[src/rtl/pwm_scaler_pkg.sv]
// Shared constants and the config pair type for the programmable PWM/clock scaler.
// The reset defaults give 3.125 MHz at 50 % duty from clk_50M.
package pwm_scaler_pkg;

    localparam int PKG_DIV_W          = 16;
    localparam int MIN_PERIOD         = 2;
    localparam int PKG_DEFAULT_PERIOD = 16;
    localparam int PKG_DEFAULT_HIGH   = 8;

    typedef struct packed {
        logic [PKG_DIV_W-1:0] period;
        logic [PKG_DIV_W-1:0] high;
    } cfg_pair_t;

endpackage

[src/rtl/period_counter.sv]
// Free-running 0..period-1 counter that flags the last cycle of each period.
// The wrap flag is only raised while running, so a held counter never reloads config.
module period_counter #(
    parameter int DIV_W = 16
) (
    input  logic             clk,
    input  logic             reset,
    input  logic             enable,
    input  logic             clear,
    input  logic [DIV_W-1:0] period,
    output logic [DIV_W-1:0] cnt,
    output logic             wrap
);

    assign wrap = enable && (cnt == period - DIV_W'(1));

    always_ff @(posedge clk or posedge reset) begin
        if (reset) begin
            cnt <= '0;
        end else if (clear) begin
            cnt <= '0;
        end else if (enable) begin
            cnt <= wrap ? '0 : cnt + DIV_W'(1);
        end
    end

endmodule

[src/rtl/pwm_frequency_scaler.sv]
// Runtime-programmable divided clock / PWM generator with a period-start tick.
// New settings are held in a shadow pair and only become active at a period boundary.
module pwm_frequency_scaler
    import pwm_scaler_pkg::*;
#(
    parameter int DIV_W          = PKG_DIV_W,
    parameter int DEFAULT_PERIOD = PKG_DEFAULT_PERIOD,
    parameter int DEFAULT_HIGH   = PKG_DEFAULT_HIGH
) (
    input  logic             clk_50M,
    input  logic             reset,
    input  logic             enable,
    input  logic             cfg_load,
    input  logic [DIV_W-1:0] cfg_period,
    input  logic [DIV_W-1:0] cfg_high,
    output logic             clk_out,
    output logic             period_tick,
    output logic             cfg_pending
);

    typedef struct packed {
        logic [DIV_W-1:0] period;
        logic [DIV_W-1:0] high;
    } cfg_t;

    localparam logic [DIV_W-1:0] MIN_P = DIV_W'(MIN_PERIOD);
    localparam logic [DIV_W-1:0] DEF_P = DIV_W'(DEFAULT_PERIOD);
    localparam logic [DIV_W-1:0] DEF_H = DIV_W'(DEFAULT_HIGH);

    cfg_t             active;
    cfg_t             shadow;
    cfg_t             incoming;
    logic [DIV_W-1:0] cnt;
    logic             wrap;

    // A period below two cycles cannot produce a waveform, so requests are raised to the minimum.
    always_comb begin
        incoming.period = (cfg_period < MIN_P) ? MIN_P : cfg_period;
        incoming.high   = cfg_high;
    end

    period_counter #(
        .DIV_W (DIV_W)
    ) u_counter (
        .clk    (clk_50M),
        .reset  (reset),
        .enable (enable),
        .clear  (~enable),
        .period (active.period),
        .cnt    (cnt),
        .wrap   (wrap)
    );

    // Config may only change while idle or on the wrap edge; a load on the wrap edge wins over the shadow.
    always_ff @(posedge clk_50M or posedge reset) begin
        if (reset) begin
            active      <= '{period: DEF_P, high: DEF_H};
            shadow      <= '{period: DEF_P, high: DEF_H};
            cfg_pending <= 1'b0;
            clk_out     <= 1'b0;
            period_tick <= 1'b0;
        end else begin
            clk_out     <= enable && (cnt < active.high);
            period_tick <= enable && (cnt == '0);
            if (!enable || wrap) begin
                if (cfg_load) begin
                    active      <= incoming;
                    shadow      <= incoming;
                    cfg_pending <= 1'b0;
                end else if (cfg_pending) begin
                    active      <= shadow;
                    cfg_pending <= 1'b0;
                end
            end else if (cfg_load) begin
                shadow      <= incoming;
                cfg_pending <= 1'b1;
            end
        end
    end

endmodule

[config.mk]
export PLATFORM = sky130hd
export DESIGN_NAME = pwm_frequency_scaler
export DESIGN_NICKNAME = d
export VERILOG_FILES = /design/src/rtl/pwm_scaler_pkg.sv /design/src/rtl/period_counter.sv /design/src/rtl/pwm_frequency_scaler.sv
export SDC_FILE = /design/constraint.sdc
export NUM_CORES = 1
export LEC_CHECK = 0
export CAP_MARGIN = 10
export CORE_ASPECT_RATIO = 1.4
export CORE_MARGIN = 4
export CORE_UTILIZATION = 39
export CTS_BUF_LIST = sky130_fd_sc_hd__clkbuf_8
export CTS_CLUSTER_SIZE = 30
export DETAILED_ROUTE_END_ITERATION = 8
export GPL_ROUTABILITY_DRIVEN = 0
export PLACE_DENSITY_LB_ADDON = 0.15
export RECOVER_POWER = 100
export SLEW_MARGIN = 5
export SYNTH_ARGS = -nofsm -noshare
export SYNTH_HDL_FRONTEND = slang
export SYNTH_SLANG_ARGS = --single-unit
[constraint.sdc]
create_clock -name clk_50M -period 3.8 [get_ports clk_50M]
set_input_delay 0.38 -clock clk_50M [delete_from_list [all_inputs] [get_ports clk_50M]]
set_output_delay 0.38 -clock clk_50M [all_outputs]
set_load 0.05 [all_outputs]
==> reports/results.txt <==
Post-CTS setup buffer count - 0
DR vias/cell - 5.14
TritonCTS buffer count - 9
Unique masters post-synth - 46
RSZ-0062 raised after global routing - no
Ratio of cells with drive above 1 in the final layout - 0.0995
# rows - 45
Leak pwr - 2.16 nW
Fill cells - 1049
Largest net degree at the start of global routing - 46
Non-Filler Instances - 553
Hold Vio Cnt, Final - 0
Number of vias in the routed layout - 2844
Ys Warns - 0
Sw frac - 0.269
Htree depth - 3
Core region area - 10800 sq um
Avg WL per Cell - 15.2 um
Critical R2R Capture - active[12]$_DFFE_PP0P_
Starting Density - 0.396
Leading register cell type out of synthesis - dfrtp_1
Synth top area share - 0.462
Sink Count - 83
Kind of critical path - flip-flop to flip-flop
DRT iter0 DRCs - 53
Max Cap Viol - 2
Reg-to-reg setup timing slack - 490 ps
Clock Path Buffers - 2
Worst path arrival time - 3540 ps
WP data required - 4040 ps
Vias in the first global route - 2944
Clock transition at path regs - 80 ps
Min cycle time layout - 3310 ps
Synth area leader - dfrtp_1
Setup Skew - 7.44 ps
DR DRC count - 0
Combinational share of power - 0.181
Routed WL - 8380 um
End of the critical path - active[12]$_DFFE_PP0P_
Clk network pwr share - 0.326
All-Layer GR Usage - 0.146
CP Capture Type - flip-flop
Reg2Reg Depth - 8
Later-pin clock latency in the skew report - 360 ps
Worst IR drop on VDD - 0.229 mV
Multi-input gate area - 2010 sq um
Post-synth EDFFs - 0
Clock tree root buffer cell - clkbuf_8
Fmax - 0.302 GHz
Antenna violations before repair - 0
Worst slew margin - -0.255
Hold-fix buffers, CTS - 0
Reg power frac - 0.493
Final nets - 461
Startpoint types - flip-flop
Worst Setup SP - active[19]$_DFFE_PP0P_
Layout area overhead - 17.1%
Synth async-reset ratio - 1.00
Tcrit/Tclk final - 0.871
Post-Syn Nets - 420
Width of the die - 96.5 um
Final Setup Violations - 0
Flops & latches, synth - 83
Pre-Repair DR Iteration Count - 5
Antenna Cells - 0
Sw Pwr - 0.588 mW
Dpl cells - 537
CTS tree - built
CTS resizes - 0
Dominant cells by area after synthesis - dfrtp_1, mux2_2, mux2_1, ha_1, xnor2_1
FF-to-FF Start - active[19]$_DFFE_PP0P_
Syn_area_per_cell - 11.7 sq um
Cell Area, Synth - 4280 sq um
Failing checks - max-capacitance violations, max-slew violations
First-pass GRT wire length - 14200 um
Grt ovf - 0
Post-Synthesis Cells - 366
Setup tns final - 0 ps
Die height - 132 um
Full die area - 12700 sq um
Status - finished with violations
CP max FO - 22
DP Wirelength - 6290 um
Int Pwr - 1.60 mW
Power per cell area - 436 nW/um^2
Ports - 39
Routed Antenna Nets - 0
Worst-Margin Slew - 1880 ps
Max-slew violations - 75
Buffers on Ports - 38
Reg area - 2080 sq um
HP Class - flip-flop to flip-flop
Sequential cell area fraction in the yosys report - 0.487
sequential cells by signal, summed over array words and instances (netlist names):
signal / flops
clk_out: 1
period_tick: 1
shadow: 32
cfg_pending: 1
active: 32
u_counter.cnt: 16
cells by family after synthesis:
family | share of synthesized area
AOI/OAI and AO/OA | 0.0518
xor gates and xnor gates | 0.0675
adders and majority gates | 0.0526
buffers and inverters | 0.0421
DFF | 0.487
muxes | 0.170
and+or+nand+nor | 0.129
routing by layer:
layer | track usage | routed length [um]
met1 | 0.178 | 3600
met2 | 0.238 | 4220
met5 | 0 | 0
met4 | 0.0835 | 273
met3 | 0.0257 | 283
cell type report:
cell class / count / area share
Clock buffer: 11 / 0.0302
Clock inverter: 5 / 0.0152
Inverter: 25 / 0.0190
Multi-Input combinational cell: 245 / 0.401
Sequential cell: 83 / 0.415
Tap cell: 141 / 0.0352
Timing Repair Buffer: 43 / 0.0839
power groups by stage:
stage          clock, mW  combinational (mW)  sequential, mW
2_1_floorplan          0               0.304            1.07
3_3_place_gp           0               0.404            1.09
5_1_grt            0.770               0.445            1.10
3_5_place_dp           0               0.412            1.10
6_report           0.712               0.395            1.08
4_1_cts            0.737               0.415            1.08
critical path, cell delays in order (launching register included):
cell and delay (ps):
dfrtp_1 470, nor4_2 620, and2_1 280, and4_1 240, o2111ai_1 110, or3_1 330
o22ai_2 520, buf_12 260, mux2_1 340
how the worst min path moves through the flow:
stage | slack, ps | end | depth (start not counted) | from
6_report | 480 | shadow[5]$_DFFE_PP0P_ | 1 | shadow[5]$_DFFE_PP0P_
5_1_grt | 500 | shadow[11]$_DFFE_PP0P_ | 1 | shadow[11]$_DFFE_PP0P_
4_1_cts | 440 | shadow[0]$_DFFE_PP0P_ | 2 | reset
3_5_place_dp | 480 | active[6]$_DFFE_PP0P_ | 1 | active[6]$_DFFE_PP0P_
3_3_place_gp | 470 | active[13]$_DFFE_PP0P_ | 1 | active[13]$_DFFE_PP0P_
2_1_floorplan | 460 | active[10]$_DFFE_PP0P_ | 1 | active[10]$_DFFE_PP0P_
placed cells by master (no fill, tap or decap), types with 2 or more instances in the layout:
cell type,count
mux2_1,51
nand3_1,9
nand2_1,10
xnor2_1,23
dfstp_2,4
clkdlybuf4s50_1,33
nand4_1,8
dlygate4sd3_1,5
nor2b_1,4
a31oi_1,2
nand2b_1,3
o311ai_1,2
xor2_1,10
inv_1,25
and4_1,2
o21ai_0,4
bufinv_16,2
nor3_1,5
and2_1,3
nor4_1,7
clkbuf_1,2
dfrtp_1,79
o2111ai_1,2
nand3b_1,3
mux2_2,12
ha_1,18
a21o_1,6
nor4b_1,2
or4_1,2
mux2i_1,2
and3_1,6
clkbuf_8,11
a21oi_1,7
nor2_1,28
per-stage QoR:
step           setup slack [ps]  power (mW)  hold slack, ps  area [sq um]  utilization
6_report                    491        2.19             481          5010        0.464
5_1_grt                     255        2.31             501          5010        0.464
4_1_cts                     634        2.23             436          5040        0.466
3_5_place_dp                676        1.51             480          4810        0.445
3_3_place_gp                758        1.50             470          4810        0.445
2_1_floorplan              1170        1.38             458          4280            -
Yosys cell counts (4+ instances only):
cell type  number
xnor2_1        23
mux2_2         35
and3_1          6
a21oi_1         7
dfstp_2         4
nor4_1          7
nand2_1        10
dfrtp_1        79
xor2_1         10
nor2_1         28
nand4_1         8
nor3_1          5
clkbuf_1        6
ha_1           18
mux2_1         28
a21o_1          6
inv_1          25
nand3_1         9
o21ai_0         4
buf_6           5
nor2b_1         4
Note: power is estimated with default switching activity, not from simulation.
